===== src/rtl/pxs_pkg.sv =====
// Pixel stream word definitions shared by the stream fork blocks.
// Word layout: [23:0] RGB, [24] hsync, [25] vsync.
package pxs_pkg;

  localparam int PXS_W       = 26;
  localparam int PXS_VS      = 25;
  localparam int PXS_HS      = 24;
  localparam int PXS_RGB_MSB = 23;

  typedef logic [PXS_W-1:0] pxs_t;

  // Word driven by a disabled branch: no sync, black pixel.
  localparam pxs_t PXS_BLANK = '0;

  // Vertical sync flag of a stream word.
  function automatic logic pxs_vsync(input pxs_t w);
    return w[PXS_VS];
  endfunction

endpackage


===== src/rtl/pxs_dly_line.sv =====
// Tapped shift chain for pixel words. Tap 0 registers the input word,
// tap n holds the word that entered tap 0 n clocks earlier. All taps are
// exported flattened: tap n at [n*PXS_W +: PXS_W].
module pxs_dly_line #(
  parameter int PXS_W = 26,
  parameter int DEPTH = 8
) (
  input  logic                   px_clk,
  input  logic                   rst_n,
  input  logic [PXS_W-1:0]       din_i,
  output logic [DEPTH*PXS_W-1:0] taps_o
);

  logic [PXS_W-1:0] tap_q [DEPTH];

  // Shift the chain by one word every clock; reset flushes every tap.
  always_ff @(posedge px_clk or negedge rst_n) begin
    if (!rst_n) begin
      for (int n = 0; n < DEPTH; n++) begin
        tap_q[n] <= '0;
      end
    end else begin
      tap_q[0] <= din_i;
      for (int n = 1; n < DEPTH; n++) begin
        tap_q[n] <= tap_q[n-1];
      end
    end
  end

  genvar gi;
  generate
    for (gi = 0; gi < DEPTH; gi++) begin : g_taps
      assign taps_o[gi*PXS_W +: PXS_W] = tap_q[gi];
    end
  endgenerate

endmodule


===== src/rtl/pxs_split_n.sv =====
// Pixel stream fork: copies one stream into NUM_OUT outputs, each with its
// own delay (0..MAX_DLY clocks on top of a 2-clock base latency) and enable.
// New configuration is held pending and applied at the next vsync rise so
// that no branch shows a torn frame.
// Optional macro PXS_SPLIT_IMM_EN adds cfg_imm_i for immediate writes that
// bypass the frame-synchronous pending stage.
module pxs_split_n
  import pxs_pkg::*;
#(
  parameter int NUM_OUT = 2,
  parameter int MAX_DLY = 7,
  parameter int DLY_W   = (MAX_DLY < 1) ? 1 : $clog2(MAX_DLY + 1)
) (
  input  logic                     px_clk,
  input  logic                     rst_n,
  input  logic [PXS_W-1:0]         str_i,
  output logic [NUM_OUT*PXS_W-1:0] str_o,
  input  logic                     cfg_wr_i,
`ifdef PXS_SPLIT_IMM_EN
  input  logic                     cfg_imm_i,
`endif
  input  logic [NUM_OUT*DLY_W-1:0] cfg_dly_i,
  input  logic [NUM_OUT-1:0]       cfg_en_i,
  output logic                     cfg_pend_o
);

  localparam int               DEPTH     = MAX_DLY + 1;
  localparam logic [DLY_W-1:0] MAX_DLY_F = DLY_W'(MAX_DLY);

  // ---------------------------------------------------------------- chain
  logic [DEPTH*PXS_W-1:0] taps_flat;
  pxs_t                   tap_w [DEPTH];

  pxs_dly_line #(
    .PXS_W (PXS_W),
    .DEPTH (DEPTH)
  ) u_dly_line (
    .px_clk (px_clk),
    .rst_n  (rst_n),
    .din_i  (str_i),
    .taps_o (taps_flat)
  );

  genvar gi;
  generate
    for (gi = 0; gi < DEPTH; gi++) begin : g_unpack
      assign tap_w[gi] = taps_flat[gi*PXS_W +: PXS_W];
    end
  endgenerate

  // ---------------------------------------------------------- frame start
  logic vs_q;
  logic frame_start;

  // Remember last vsync level so a rising edge on the input can be seen.
  always_ff @(posedge px_clk or negedge rst_n) begin
    if (!rst_n) begin
      vs_q <= 1'b0;
    end else begin
      vs_q <= pxs_vsync(str_i);
    end
  end

  assign frame_start = pxs_vsync(str_i) & ~vs_q;

  // ------------------------------------------------------------- config
  logic [NUM_OUT*DLY_W-1:0] cfg_dly_clamp;

  generate
    for (gi = 0; gi < NUM_OUT; gi++) begin : g_clamp
      assign cfg_dly_clamp[gi*DLY_W +: DLY_W] =
        (cfg_dly_i[gi*DLY_W +: DLY_W] > MAX_DLY_F) ? MAX_DLY_F
                                                   : cfg_dly_i[gi*DLY_W +: DLY_W];
    end
  endgenerate

  logic wr_imm;
  logic wr_frm;
  logic apply;

`ifdef PXS_SPLIT_IMM_EN
  assign wr_imm = cfg_wr_i & cfg_imm_i;
`else
  assign wr_imm = 1'b0;
`endif
  assign wr_frm = cfg_wr_i & ~wr_imm;

  logic [NUM_OUT*DLY_W-1:0] act_dly_q, act_dly_d;
  logic [NUM_OUT-1:0]       act_en_q,  act_en_d;
  logic [NUM_OUT*DLY_W-1:0] pnd_dly_q, pnd_dly_d;
  logic [NUM_OUT-1:0]       pnd_en_q,  pnd_en_d;
  logic                     pend_q,    pend_d;

  assign apply = frame_start & pend_q;

  // Config next state. An immediate write overrides everything; otherwise
  // the apply uses the old pending values even when a write lands on the
  // same clock, and that write then becomes the new pending config.
  always_comb begin
    act_dly_d = act_dly_q;
    act_en_d  = act_en_q;
    pnd_dly_d = pnd_dly_q;
    pnd_en_d  = pnd_en_q;
    pend_d    = pend_q;
    if (wr_imm) begin
      act_dly_d = cfg_dly_clamp;
      act_en_d  = cfg_en_i;
      pend_d    = 1'b0;
    end else begin
      if (apply) begin
        act_dly_d = pnd_dly_q;
        act_en_d  = pnd_en_q;
        pend_d    = 1'b0;
      end
      if (wr_frm) begin
        pnd_dly_d = cfg_dly_clamp;
        pnd_en_d  = cfg_en_i;
        pend_d    = 1'b1;
      end
    end
  end

  // Config registers; reset gives zero delay with every output enabled.
  always_ff @(posedge px_clk or negedge rst_n) begin
    if (!rst_n) begin
      act_dly_q <= '0;
      act_en_q  <= '1;
      pnd_dly_q <= '0;
      pnd_en_q  <= '0;
      pend_q    <= 1'b0;
    end else begin
      act_dly_q <= act_dly_d;
      act_en_q  <= act_en_d;
      pnd_dly_q <= pnd_dly_d;
      pnd_en_q  <= pnd_en_d;
      pend_q    <= pend_d;
    end
  end

  assign cfg_pend_o = pend_q;

  // ------------------------------------------------------------- outputs
  generate
    for (gi = 0; gi < NUM_OUT; gi++) begin : g_out
      pxs_t tap_sel;
      pxs_t out_q;

      // Select the tap matching this output's active delay.
      always_comb begin
        tap_sel = tap_w[0];
        for (int n = 1; n < DEPTH; n++) begin
          if (act_dly_q[gi*DLY_W +: DLY_W] == DLY_W'(n)) begin
            tap_sel = tap_w[n];
          end
        end
      end

      // Register the selected word, blanked when the output is disabled.
      always_ff @(posedge px_clk or negedge rst_n) begin
        if (!rst_n) begin
          out_q <= PXS_BLANK;
        end else begin
          out_q <= act_en_q[gi] ? tap_sel : PXS_BLANK;
        end
      end

      assign str_o[gi*PXS_W +: PXS_W] = out_q;
    end
  endgenerate

endmodule


===== config.mk =====
export PLATFORM = sky130hd
export DESIGN_NAME = pxs_split_n
export DESIGN_NICKNAME = d
export VERILOG_FILES = /design/src/rtl/pxs_pkg.sv /design/src/rtl/pxs_dly_line.sv /design/src/rtl/pxs_split_n.sv
export SDC_FILE = /design/constraint.sdc
export NUM_CORES = 1
export LEC_CHECK = 0
export CORE_MARGIN = 2
export CORE_UTILIZATION = 55
export CTS_BUF_LIST = sky130_fd_sc_hd__clkbuf_4 sky130_fd_sc_hd__clkbuf_8
export CTS_CLUSTER_DIAMETER = 100
export DETAILED_ROUTE_END_ITERATION = 12
export GPL_ROUTABILITY_DRIVEN = 0
export PLACE_DENSITY_LB_ADDON = 0.05
export SKIP_CTS_REPAIR_TIMING = 1
export SLEW_MARGIN = 10
export SYNTH_ARGS = -nofsm -noshare
export SYNTH_HDL_FRONTEND = slang
export SYNTH_HIERARCHICAL = 1
export SYNTH_SLANG_ARGS = --single-unit

===== constraint.sdc =====
create_clock -name px_clk -period 3.6 [get_ports px_clk]
set_input_delay 0.72 -clock px_clk [delete_from_list [all_inputs] [get_ports px_clk]]
set_output_delay 0.72 -clock px_clk [all_outputs]
set_load 0.02 [all_outputs]

==> results_dict.tcl, run 1 <==
set metrics [dict create \
    status "finished, final reports clean" \
    grt_pass1_vias 7461 \
    portBuffers 89 \
    yosysWarningCount 6 \
    worstMarginPinSlew_ns 1.03 \
    cp_cell_sequence "or2_1 > o22ai_1 > o221ai_1 > nand2_1" \
    synth.distinct_cells 42 \
    startpoint_type "flop" \
    yosysTopAreaCell "dfrtp_1" \
    grt_pass1_wl_um 40400 \
    synth_nets 808 \
    arrival_ns 2.97 \
    diodes 0 \
    die_y_um 147 \
    viasPerCell 5.93 \
    grt_max_degree 95 \
    routedWlPerCell_um 21.2 \
    peakVddDrop_uv 403 \
    drv_cap 0 \
    grtUsageTotal 0.237 \
    fp-row-count 52 \
    yosysTopAreaCellShare 0.616 \
    io_pins 90 \
    root_buffer "clkbuf_8" \
    clk_pin_slew_worst_paths_ns 0.06 \
    grt_setup_unrepaired "false" \
    cpPeakStageDelay_ns 0.97 \
    fin_setup_tns_ns 0 \
    slew_violations 0 \
    power_frac_seq 0.442 \
    fin_nets 904 \
    p_leak_uw 0.00569 \
    ys_seq_area_frac 0.620 \
    slowest_stage "dfrtp_2" \
    critPathKind "reg -> reg" \
    core_area_mm2 0.0201 \
    clock_power_share 0.311 \
    syn-mean-instance-area_um2 14.6 \
    relSlewSlack 0.313 \
    syn_area_mm2 0.0112 \
    path_max_fanout 49 \
    hold_viol_final 0 \
    dpl.hpwl_um 14800 \
    period_share 0.710 \
    finalCriticalPeriod_ns 2.56 \
    r2r_slack_ns 1.04 \
    numCtsBuffers 45 \
    drc 0 \
    hold_class "in -> async" \
    setup_viol 0 \
    end_kind "flop" \
    die_x_um 147 \
    detail-route-antenna-nets 0 \
    htreeDepth 2 \
    synthFlopType "dfrtp_1" \
    worstPathRequired_ns 4.01 \
    floorplan.initialDensity 0.558 \
    die_area_mm2 0.0216 \
    switchingPower_uw 2730 \
    combPwrFrac 0.247 \
    synth_edf_count 0 \
    overflow 0 \
    fin_skew_ns 0.0176 \
    async_flop_share 1.00 \
    syn_inst 771 \
    area_growth_pct 16.9 \
    cts.path.max_buffers 3 \
    synth.area.top_cells "dfrtp_1, mux4_2, mux2i_1" \
    drt_iter0_drc 364 \
    cts.sinks 278 \
    routed_wl_um 24700 \
    vias 6927 \
    drive_gt1_frac 0.203 \
    antenna_found_initial 0 \
    p_int_uw 6160 \
    final_area_mm2 0.0131 \
    total_power_uw 8880 \
    dr.pass1.iters 5 \
    fmax_mhz 391 \
    whs_ns 0.196 \
    worst-path-buf-inv 0 \
    swShare 0.307 \
    insertion_delay_ns 0.55 \
    p_per_area_mw_per_mm2 677 \
    cp_top_family "flip-flops" \
    ys_seq_elements 278 \
    cts_tree "done" \
    placedInstanceArea_mm2 0.0122 \
]
## per-stage QoR
| step | instances | setup WS [ns] | util |
|---|---|---|---|
| 6_report | 1168 | 1.04 | 0.652 |
| 5_1_grt | 1168 | 0.883 | 0.652 |
| 4_1_cts | 1168 | 1.10 | 0.652 |
| 3_5_place_dp | 1090 | 1.14 | 0.606 |
| 3_3_place_gp | 1090 | 1.25 | 0.606 |
| 2_1_floorplan | 771 | 2.11 | - |
## cells in the final DEF, fill, tap and decap left out, types with 12 or more instances in the layout
cell | netlist | layout
o221ai_1 | 27 | 27
mux2_2 | 25 | 25
o31ai_1 | 19 | 19
clkbuf_8 | 0 | 56
clkbuf_4 | 0 | 18
dfrtp_1 | 276 | 270
nand2_1 | 49 | 49
buf_4 | 5 | 15
nor2b_1 | 47 | 47
o22ai_1 | 28 | 28
clkdlybuf4s50_1 | 0 | 88
mux2i_1 | 89 | 89
mux4_2 | 43 | 43
a21oi_1 | 28 | 28
o21ai_0 | 12 | 12
## metal layers
metal | track usage | part of all wire | up-vias
met5 | 0 | 0 | -
met4 | 0.0752 | 0.019 | 0
met3 | 0.0488 | 0.057 | 51
met2 | 0.371 | 0.48 | 242
met1 | 0.340 | 0.44 | 3606
li1 | - | - | 3028
## Yosys cell counts (4+ instances only)
master and count:
nor2b_1 47, buf_2 20, mux2_2 25, o22ai_1 28, o31ai_1 19, clkbuf_1 11, nand2_2 4, inv_1 9
buf_6 15, o211ai_1 4, a21oi_2 4, a211oi_1 4, dfrtp_1 276, buf_4 5, mux4_2 43, nand2b_1 6
nor2_1 11, a21oi_1 28, mux2i_1 89, nor3b_1 4, o21ai_0 12, nand2_1 49, o221ai_1 27
## cell type report
class	instances	area, µm²
repair buffers	105	1030
flip-flops and latches	278	6970
multi-input cells	428	3820
inverters	9	33.8
well taps	270	338
clock inverters	4	22.5
fillers	1412	6990
clock buffers	74	906
## kinds of logic (layout without fill, tap and decap cells)
logic type,after synthesis,in the layout,synth area share
and+or+nand+nor,130,130,0.0603
buffers and inverters,65,192,0.0396
AOI/OAI and AO/OA,139,139,0.0856
DFF,278,278,0.620
muxes,159,159,0.194
## power groups by stage
stage | Combinational, µW | Sequential (µW) | Clock, µW
detailed placement | 2200 | 3990 | 0
CTS | 2210 | 3940 | 2830
global route | 2360 | 3980 | 2980
finish | 2190 | 3930 | 2760
floorplan | 1480 | 3900 | 0
global placement | 2170 | 3970 | 0
## registers in the layout, summed over array words and instances, names as in the netlist
name               flops
vs_q                   1
u_dly_line/taps_o    208
pnd_en_q               2
act_en_q               2
g_out.out_q           52
cfg_pend_o             1
pnd_dly_q              6
act_dly_q              6
## path summary, 6_finish.rpt
| check | start | to | depth (start not counted) |
|---|---|---|---|
| hold reg to reg | u_dly_line/taps_o[170]$_DFF_PN0_ | u_dly_line/taps_o[196]$_DFF_PN0_ | 0 |
| max in group asynchronous | rst_n | u_dly_line/taps_o[99]$_DFF_PN0_ | 2 |
| setup / recovery | act_dly_q[0]$_DFFE_PN0P_ | g_out[0].out_q[14]$_DFF_PN0_ | 4 |
| setup reg to reg | act_dly_q[0]$_DFFE_PN0P_ | g_out[0].out_q[14]$_DFF_PN0_ | 4 |
| min in group px_clk | u_dly_line/taps_o[170]$_DFF_PN0_ | u_dly_line/taps_o[196]$_DFF_PN0_ | 0 |
| hold / removal | rst_n | u_dly_line/taps_o[65]$_DFF_PN0_ | 1 |
## worst reg2reg max path: cells and delay by family (launching register included)
| kind | cells | cell delay, ns |
|---|---|---|
| AO/OA/AOI/OAI | 2 | 0.50 |
| AND/OR/NAND/NOR | 2 | 0.96 |
| flip-flops | 1 | 0.97 |
No activity file was read; power rests on OpenSTA's default activity.
==> inputs of run 2 (changes only) <==
- clock period: 3.6 -> 2.6 ns (I/O delays scaled with it)
==> results_dict.tcl, run 2 (same netlist as run 1, synthesis figures left out) <==
set metrics [dict create \
    relSlewSlack 0.590 \
    combPwrFrac 0.264 \
    critPathKind "reg -> reg" \
    fmax_mhz 478 \
    swShare 0.303 \
    cp_cell_sequence "buf_12 > mux2i_1 > o22ai_1 > o221ai_1 > nand2_1" \
    cts.sinks 278 \
    startpoint_type "flop" \
    floorplan.initialDensity 0.558 \
    insertion_delay_ns 0.55 \
    htreeDepth 2 \
    grt_setup_unrepaired "false" \
    vias 7020 \
    die_x_um 147 \
    cts_tree "done" \
    cpPeakStageDelay_ns 0.82 \
    clk_pin_slew_worst_paths_ns 0.06 \
    die_y_um 147 \
    die_area_mm2 0.0216 \
    cts.path.max_buffers 3 \
    drc 0 \
    grt_max_degree 71 \
    diodes 0 \
    overflow 0 \
    hold_viol_final 0 \
    dpl.hpwl_um 15600 \
    worstPathRequired_ns 3.01 \
    numCtsBuffers 46 \
    viasPerCell 5.92 \
    p_per_area_mw_per_mm2 942 \
    root_buffer "clkbuf_8" \
    slowest_stage "dfrtp_4" \
    fillCellCount 1407 \
    routed_wl_um 25100 \
    status "finished, final reports clean" \
    fin_skew_ns 0.0221 \
    final_util 0.666 \
    dr.pass1.iters 6 \
    detail-route-antenna-nets 0 \
    antenna_found_initial 0 \
    drive_gt1_frac 0.217 \
    r2r_slack_ns 0.51 \
    cp_top_family "flip-flops" \
    clock_power_share 0.316 \
    p_leak_uw 0.00583 \
    switchingPower_uw 3820 \
    fin_nets 918 \
    power_frac_seq 0.420 \
    core_area_mm2 0.0201 \
    seqCellArea_mm2 0.00697 \
    grtUsageTotal 0.241 \
    fin_setup_tns_ns 0 \
    finalCriticalPeriod_ns 2.09 \
    worst-path-buf-inv 1 \
    arrival_ns 2.50 \
    area_growth_pct 19.4 \
    drv_cap 0 \
    whs_ns 0.390 \
    worstMarginPinSlew_ns 0.614 \
    hold_class "reg -> reg" \
    layout.cells.most_common_list "dfrtp_1, mux2i_1, clkdlybuf4s50_1" \
    peakVddDrop_uv 540 \
    grt_pass1_wl_um 41200 \
    io_pins 90 \
    final_common_cell "dfrtp_1" \
    fp-row-count 52 \
    p_int_uw 8790 \
    period_share 0.804 \
    routedWlPerCell_um 21.2 \
    setup_viol 0 \
    grt_pass1_vias 7532 \
    multi_input_area_mm2 0.00382 \
    path_max_fanout 49 \
    drt_iter0_drc 339 \
    end_kind "flop" \
    slew_violations 0 \
    largest_reg_flops 208 \
    place_ws_ns 0.562 \
    setup_ws_ns 0.509 \
    portBuffers 89 \
]
==> run 2: cell types whose count changed in the layout (fill, tap and decap cells not counted) <==
cell / previous run / this run
dlygate4sd3_1: 0 / 1
buf_4: 15 / 18
buf_12: 1 / 10
clkbuf_4: 18 / 20
clkbuf_8: 56 / 60
clkinvlp_4: 1 / 0
==> run 2: per-layer routing <==
layer / up-vias / part of all wire / track usage
met4: 0 / 0.025 / 0.0898
met5: - / 0 / 0
met2: 249 / 0.49 / 0.389
met1: 3667 / 0.43 / 0.332
met3: 52 / 0.051 / 0.0457
li1: 3052 / - / -
==> run 2: worst register-to-register path, cell delays in order (launching register included) <==
cell and delay (ns):
dfrtp_4 0.82, buf_12 0.37, mux2i_1 0.33, o22ai_1 0.14, o221ai_1 0.20, nand2_1 0.10
==> run 2: per-stage QoR <==
step / cells / power, µW / area, µm²
after floorplan: 771 / 7450 / 11200
after global placement: 1102 / 8620 / 12400
after detailed placement: 1102 / 8700 / 12400
after CTS: 1185 / 12700 / 13400
after global routing: 1186 / 13200 / 13400
final: 1186 / 12600 / 13400
==> run 2: layout make-up <==
type                    count  share of cell area
multi-input cells         428               0.285
clock inverters             3             0.00112
repair buffers            118              0.0927
flip-flops and latches    278               0.521
inverters                   9             0.00252
clock buffers              80              0.0729
well taps                 270              0.0252
==> run 2: worst paths after layout <==
check / start / endpoint / depth (start not counted)
setup / recovery: act_dly_q[2]$_DFFE_PN0P_ / g_out[0].out_q[7]$_DFF_PN0_ / 5
hold / removal: u_dly_line/taps_o[164]$_DFF_PN0_ / u_dly_line/taps_o[190]$_DFF_PN0_ / 0
setup reg to reg: act_dly_q[2]$_DFFE_PN0P_ / g_out[0].out_q[7]$_DFF_PN0_ / 5
hold reg to reg: u_dly_line/taps_o[164]$_DFF_PN0_ / u_dly_line/taps_o[190]$_DFF_PN0_ / 0
max in group asynchronous: rst_n / u_dly_line/taps_o[7]$_DFF_PN0_ / 3
min in group asynchronous: rst_n / u_dly_line/taps_o[200]$_DFF_PN0_ / 2
==> run 2: power groups by stage <==
stage	Sequential [µW]	Combinational (µW)	Clock (µW)
global placement	5350	3270	0
floorplan	5400	2050	0
global route	5370	3560	4310
CTS	5300	3340	4090
detailed placement	5370	3330	0
finish	5300	3320	3990
==> patch 1 (settings of run 2) <==
`NUM_OUT`: 2 -> 4.
--- a/src/rtl/pxs_split_n.sv
+++ b/src/rtl/pxs_split_n.sv
@@ -7,7 +7,7 @@
 module pxs_split_n
   import pxs_pkg::*;
 #(
-  parameter int NUM_OUT = 2,
+  parameter int NUM_OUT = 4,
   parameter int MAX_DLY = 7,
   parameter int DLY_W   = (MAX_DLY < 1) ? 1 : $clog2(MAX_DLY + 1)
 ) (
Ports: changed (resized cfg_dly_i, cfg_en_i and str_o); port bits go from 90 to 150. No check against the original RTL was run, so the function may have changed too.
==> patch 1 against run 2 <==
Register-to-register slack gained 40 ps. Largest cell class unchanged. Sequential cell count is 68 higher. Fmax is 1.3% lower. Utilization shrank 0.11 points. Worst setup slack worse by 27 ps. Power grew 52%. Design area grew 52%. Clock skew up 0.78 ps. Wire length grew 110%. Area after synthesis up 53%. Sequential power up 35%.
==> patch 1: results (changes against run 2) <==
[yosys]
synth_area_leaders = dfrtp_1, mux2i_1, mux4_2
synthArstFlopShare = 1.00  ; unchanged
synth_edf_count = 0  ; unchanged
synth_common_cells = dfrtp_1, mux2i_1, nand2_1
yosys_most_used_dff = dfrtp_1
yosysUniqueCellTypes = 47  ; +12%
ys_warn_count = 6  ; unchanged
synth_nets = 1517  ; +88%
seq_area_frac_synth = 0.506  ; -0.115

[grt]
grt_max_degree = 68  ; -4.2%
grt_pass1_vias = 13300  ; +76%
grtUsageTotal = 0.316  ; +0.0746
grt_pass1_wl_um = 79700  ; +94%
use_met3 = 0.0538  ; +0.00811
grtUsageMet2 = 0.486  ; +0.0962
met1_usage = 0.455  ; +0.123
antenna_found_initial = 0  ; unchanged

[min_path]
hold_path.class = input pin to flop

[detailed_routing]
drt_iter0_markers = 1325  ; +290%
met2_length_um = 23900  ; +92%
drt_wl_total_um = 51600  ; +110%
met1Wirelength_um = 21500  ; +99%
first_pass_iters = 6  ; unchanged
via_per_inst = 6.56  ; +11%
wl_met3_um = 4500  ; +250%
top_layer = met4

[layout]
largest_reg_flops = 208  ; unchanged
final_layout_size_suffix_gt1_frac = 0.182  ; -0.0357
final_net_count = 1661  ; +81%
fill_cells = 2389  ; +70%
antennaDiodeCount = 0  ; unchanged

[setup_path]
critical_path_arrival_ps = 1600  ; -900 ps
crit_family = buffers and inverters
critPathMaxStageDelay_ps = 620  ; -200 ps
crit_fanout = 1  ; -98%
critPathSlowestCell = clkdlybuf4s50_1

[sta]
setup_tns_ps = 0  ; unchanged
worst_pin_slew_ps = 782  ; +167 ps
finalClockSkew_ps = 22.9  ; +0.784 ps

[place]
port_buffers = 149  ; +67%
place_hpwl_um = 32400  ; +110%

[power_and_ir_drop]
sw_frac_of_total = 0.361  ; +0.0583
comb-power_w = 0.00695  ; +110%
p_seq_w = 0.00716  ; +35%
leakagePower_nw = 8.79  ; +51%
max-vdd-ir-drop_v = 0.000631  ; +17%

[clock_tree]
numCtsBuffers = 57  ; +24%
h-tree-depth = 2  ; unchanged
worst_skew_pair.late_latency_ps = 600  ; +50 ps
path_clk_slew_ps = 60  ; about the same
cts-root-buf = clkbuf_8
clockBufferDepth = 3  ; unchanged

[run_status]
status = complete, no violations

==> patch 1: final cells by class <==
| cell class | count | share of cell area |
|---|---|---|
| clock buffer | 91 | 0.0560 |
| sequential | 346 | 0.427 |
| tap | 396 | 0.0244 |
| clock inverter | 10 | 0.00381 |
| multi-input combinational | 977 | 0.379 |
| timing repair buffer | 221 | 0.107 |
| inverter | 13 | 0.00240 |
==> patch 1: path summary, 6_finish.rpt <==
kind,endpoint,cells after the start,start,slack (ps)
setup / recovery,str_o[55],1,g_out[2].out_q[3]$_DFF_PN0_,480
hold / removal,u_dly_line/taps_o[6]$_DFF_PN0_,1,str_i[6],370
setup reg to reg,g_out[3].out_q[8]$_DFF_PN0_,4,act_dly_q[10]$_DFFE_PN0P_,550
hold reg to reg,u_dly_line/taps_o[201]$_DFF_PN0_,0,u_dly_line/taps_o[175]$_DFF_PN0_,440
max in group asynchronous,g_out[3].out_q[5]$_DFF_PN0_,3,rst_n,1240
min in group asynchronous,u_dly_line/taps_o[14]$_DFF_PN0_,2,rst_n,500
==> patch 1: metrics by stage <==
stage | util | std cells | power, W | cell area [sq um] | setup slack, ps
CTS | 0.665 | 2053 | 0.0192 | 20300 | 454
global placement | 0.625 | 1952 | 0.0140 | 19100 | 655
floorplan | - | 1472 | 0.0113 | 17100 | 1090
finish | 0.665 | 2054 | 0.0191 | 20300 | 482
detailed placement | 0.625 | 1952 | 0.0141 | 19100 | 618
global route | 0.665 | 2054 | 0.0200 | 20300 | 436
==> patch 1: kinds of logic (layout without fill, tap and decap cells) <==
logic type      count (synthesis)  count (layout)  synth area share
compound gates                379             379             0.156
buf+inv                       149             335            0.0440
flops                         346             346             0.506
mux                           295             295             0.207
simple gates                  303             303            0.0871
==> patch 2 (settings of run 2) <==
Without the edit above. Register the input `cfg_en_i` before use. The logic sees it one clock later. The other inputs are not delayed to match.
--- a/src/rtl/pxs_split_n.sv
+++ b/src/rtl/pxs_split_n.sv
@@ -26,6 +26,12 @@
 
   localparam int               DEPTH     = MAX_DLY + 1;
   localparam logic [DLY_W-1:0] MAX_DLY_F = DLY_W'(MAX_DLY);
+
+  logic [NUM_OUT-1:0] cfg_en_q;
+
+  always_ff @(posedge px_clk) begin
+    cfg_en_q <= cfg_en_i;
+  end
 
   // ---------------------------------------------------------------- chain
   logic [DEPTH*PXS_W-1:0] taps_flat;
@@ -104,7 +110,7 @@
     pend_d    = pend_q;
     if (wr_imm) begin
       act_dly_d = cfg_dly_clamp;
-      act_en_d  = cfg_en_i;
+      act_en_d  = cfg_en_q;
       pend_d    = 1'b0;
     end else begin
       if (apply) begin
@@ -114,7 +120,7 @@
       end
       if (wr_frm) begin
         pnd_dly_d = cfg_dly_clamp;
-        pnd_en_d  = cfg_en_i;
+        pnd_en_d  = cfg_en_q;
         pend_d    = 1'b1;
       end
     end
Behaviour: not the same (Yosys sat finds a counterexample within 4 cycles, from zero or initial values and one cycle with rst_n low).
==> patch 2 against run 2 <==
Area after synthesis is 0.36% higher. Largest power group unchanged. Sequential cell count grew 2. Critical endpoint is now g_out[0].out_q[9]$_DFF_PN0_. Power fell by 2.2%. Design area down 0.76%. Wire length decreased by 0.83%. Non-clock buffer count up 3. Sequential share of layout area grew 0.70 points. Largest cell class unchanged. Worst setup slack worse by 96 ps.
==> patch 2: results (changes against run 2) <==
[run_status]
status = complete, no violations

[detailed_routing]
wl_per_cell_um = 21.0  ; -0.58%
vias = 6977  ; -0.61%
met2_length_um = 12200  ; -1.9%
drt_wl_total_um = 24900  ; -0.83%
met1Wirelength_um = 10900  ; +0.85%
drt_iter0_markers = 383  ; +13%
wl_met3_um = 1340  ; +4.9%

[yosys]
yosysUniqueCellTypes = 43  ; +2.4%
avgSynthCellArea_sq_um = 14.6  ; about the same
seq_area_frac_synth = 0.622  ; +0.00135
synthArstFlopShare = 0.993  ; -0.00714
synth_nets = 810  ; +0.25%
synth_common_cells = dfrtp_1, mux2i_1, nand2_1
synth_area_leaders = dfrtp_1, mux4_2, mux2i_1

[layout]
final_layout_size_suffix_gt1_frac = 0.212  ; -0.00476
fill_cells = 1462  ; +3.9%
final_net_count = 924  ; +0.65%
antennaDiodeCount = 0  ; unchanged
design_area_sq_um = 13300  ; -0.76%

[place]
place_hpwl_um = 15700  ; +0.55%
place_area_sq_um = 12400  ; unchanged
post-place-ws_ps = 444  ; -118 ps
placedCellCount = 1107  ; +0.45%
port_buffers = 89  ; unchanged

[grt]
use_met3 = 0.0497  ; +0.00404
grt_pass1_vias = 7670  ; +1.8%
grtUsageTotal = 0.243  ; +0.00154
grt_max_degree = 67  ; -5.6%
grt_pass1_wl_um = 41400  ; +0.50%
met1_usage = 0.345  ; +0.0131
grtUsageMet2 = 0.386  ; -0.00299
busiest_layer = met2

[sta]
finalClockSkew_ps = 17.6  ; -4.57 ps
max_slew_margin = 0.513  ; -0.0778

[clock_tree]
worst_skew_pair.late_latency_ps = 550  ; about the same
numCtsBuffers = 47  ; +2.2%
cts-root-buf = clkbuf_8
h-tree-depth = 2  ; unchanged
clockBufferDepth = 3  ; unchanged

[power_and_ir_drop]
max-vdd-ir-drop_v = 0.000491  ; -9.1%
leakagePower_nw = 5.78  ; -0.86%

[setup_path]
critPathMaxStageDelay_ps = 900  ; +80 ps
reg2reg_depth = 5  ; unchanged
crit_fanout = 54  ; +10%
critPathSlowestCell = dfrtp_4
critical_path_arrival_ps = 2600  ; +100 ps

[min_path]
hold_path.class = flop to flop

## patch 2: changes by cell type in the layout (fill, tap and decap cells not counted), moves of 2 or more
cell	change
buf_4	+8
dfxtp_1	+2
clkbuf_8	-7
buf_12	-5
## patch 2: worst paths after layout
kind	slack, ps	endpoint	from
min reg2reg	390	u_dly_line/taps_o[122]$_DFF_PN0_	u_dly_line/taps_o[96]$_DFF_PN0_
min in group asynchronous	490	g_out[0].out_q[18]$_DFF_PN0_	rst_n
max in group asynchronous	1310	pnd_dly_q[2]$_DFFE_PN0P_	rst_n
min	390	u_dly_line/taps_o[122]$_DFF_PN0_	u_dly_line/taps_o[96]$_DFF_PN0_
max	410	g_out[0].out_q[9]$_DFF_PN0_	act_dly_q[2]$_DFFE_PN0P_
max reg2reg	410	g_out[0].out_q[9]$_DFF_PN0_	act_dly_q[2]$_DFFE_PN0P_
## patch 2: area by class of cell
type / count / area share
clock buffer: 72 / 0.0656
clock inverter: 3 / 0.00132
inverter: 9 / 0.00254
multi-input combinational: 428 / 0.287
sequential: 280 / 0.528
tap: 270 / 0.0254
timing repair buffer: 121 / 0.0904
## patch 2: logic make-up (layout without fill, tap and decap cells)
| group | count (synthesis) | count (layout) | synth area share |
|---|---|---|---|
| AOI/OAI and AO/OA | 139 | 139 | 0.0853 |
| buffers and inverters | 65 | 205 | 0.0394 |
| and+or+nand+nor | 130 | 130 | 0.0601 |
| muxes | 159 | 159 | 0.193 |
| DFF | 280 | 280 | 0.622 |
## patch 2: power breakdown
group          internal, W  total, W  leakage, nW  switching [W]
Sequential         0.00484   0.00535         3.32       0.000506
Combinational      0.00161   0.00327         1.99        0.00166
Clock              0.00210   0.00372        0.476        0.00161
Total              0.00856    0.0123         5.78        0.00377
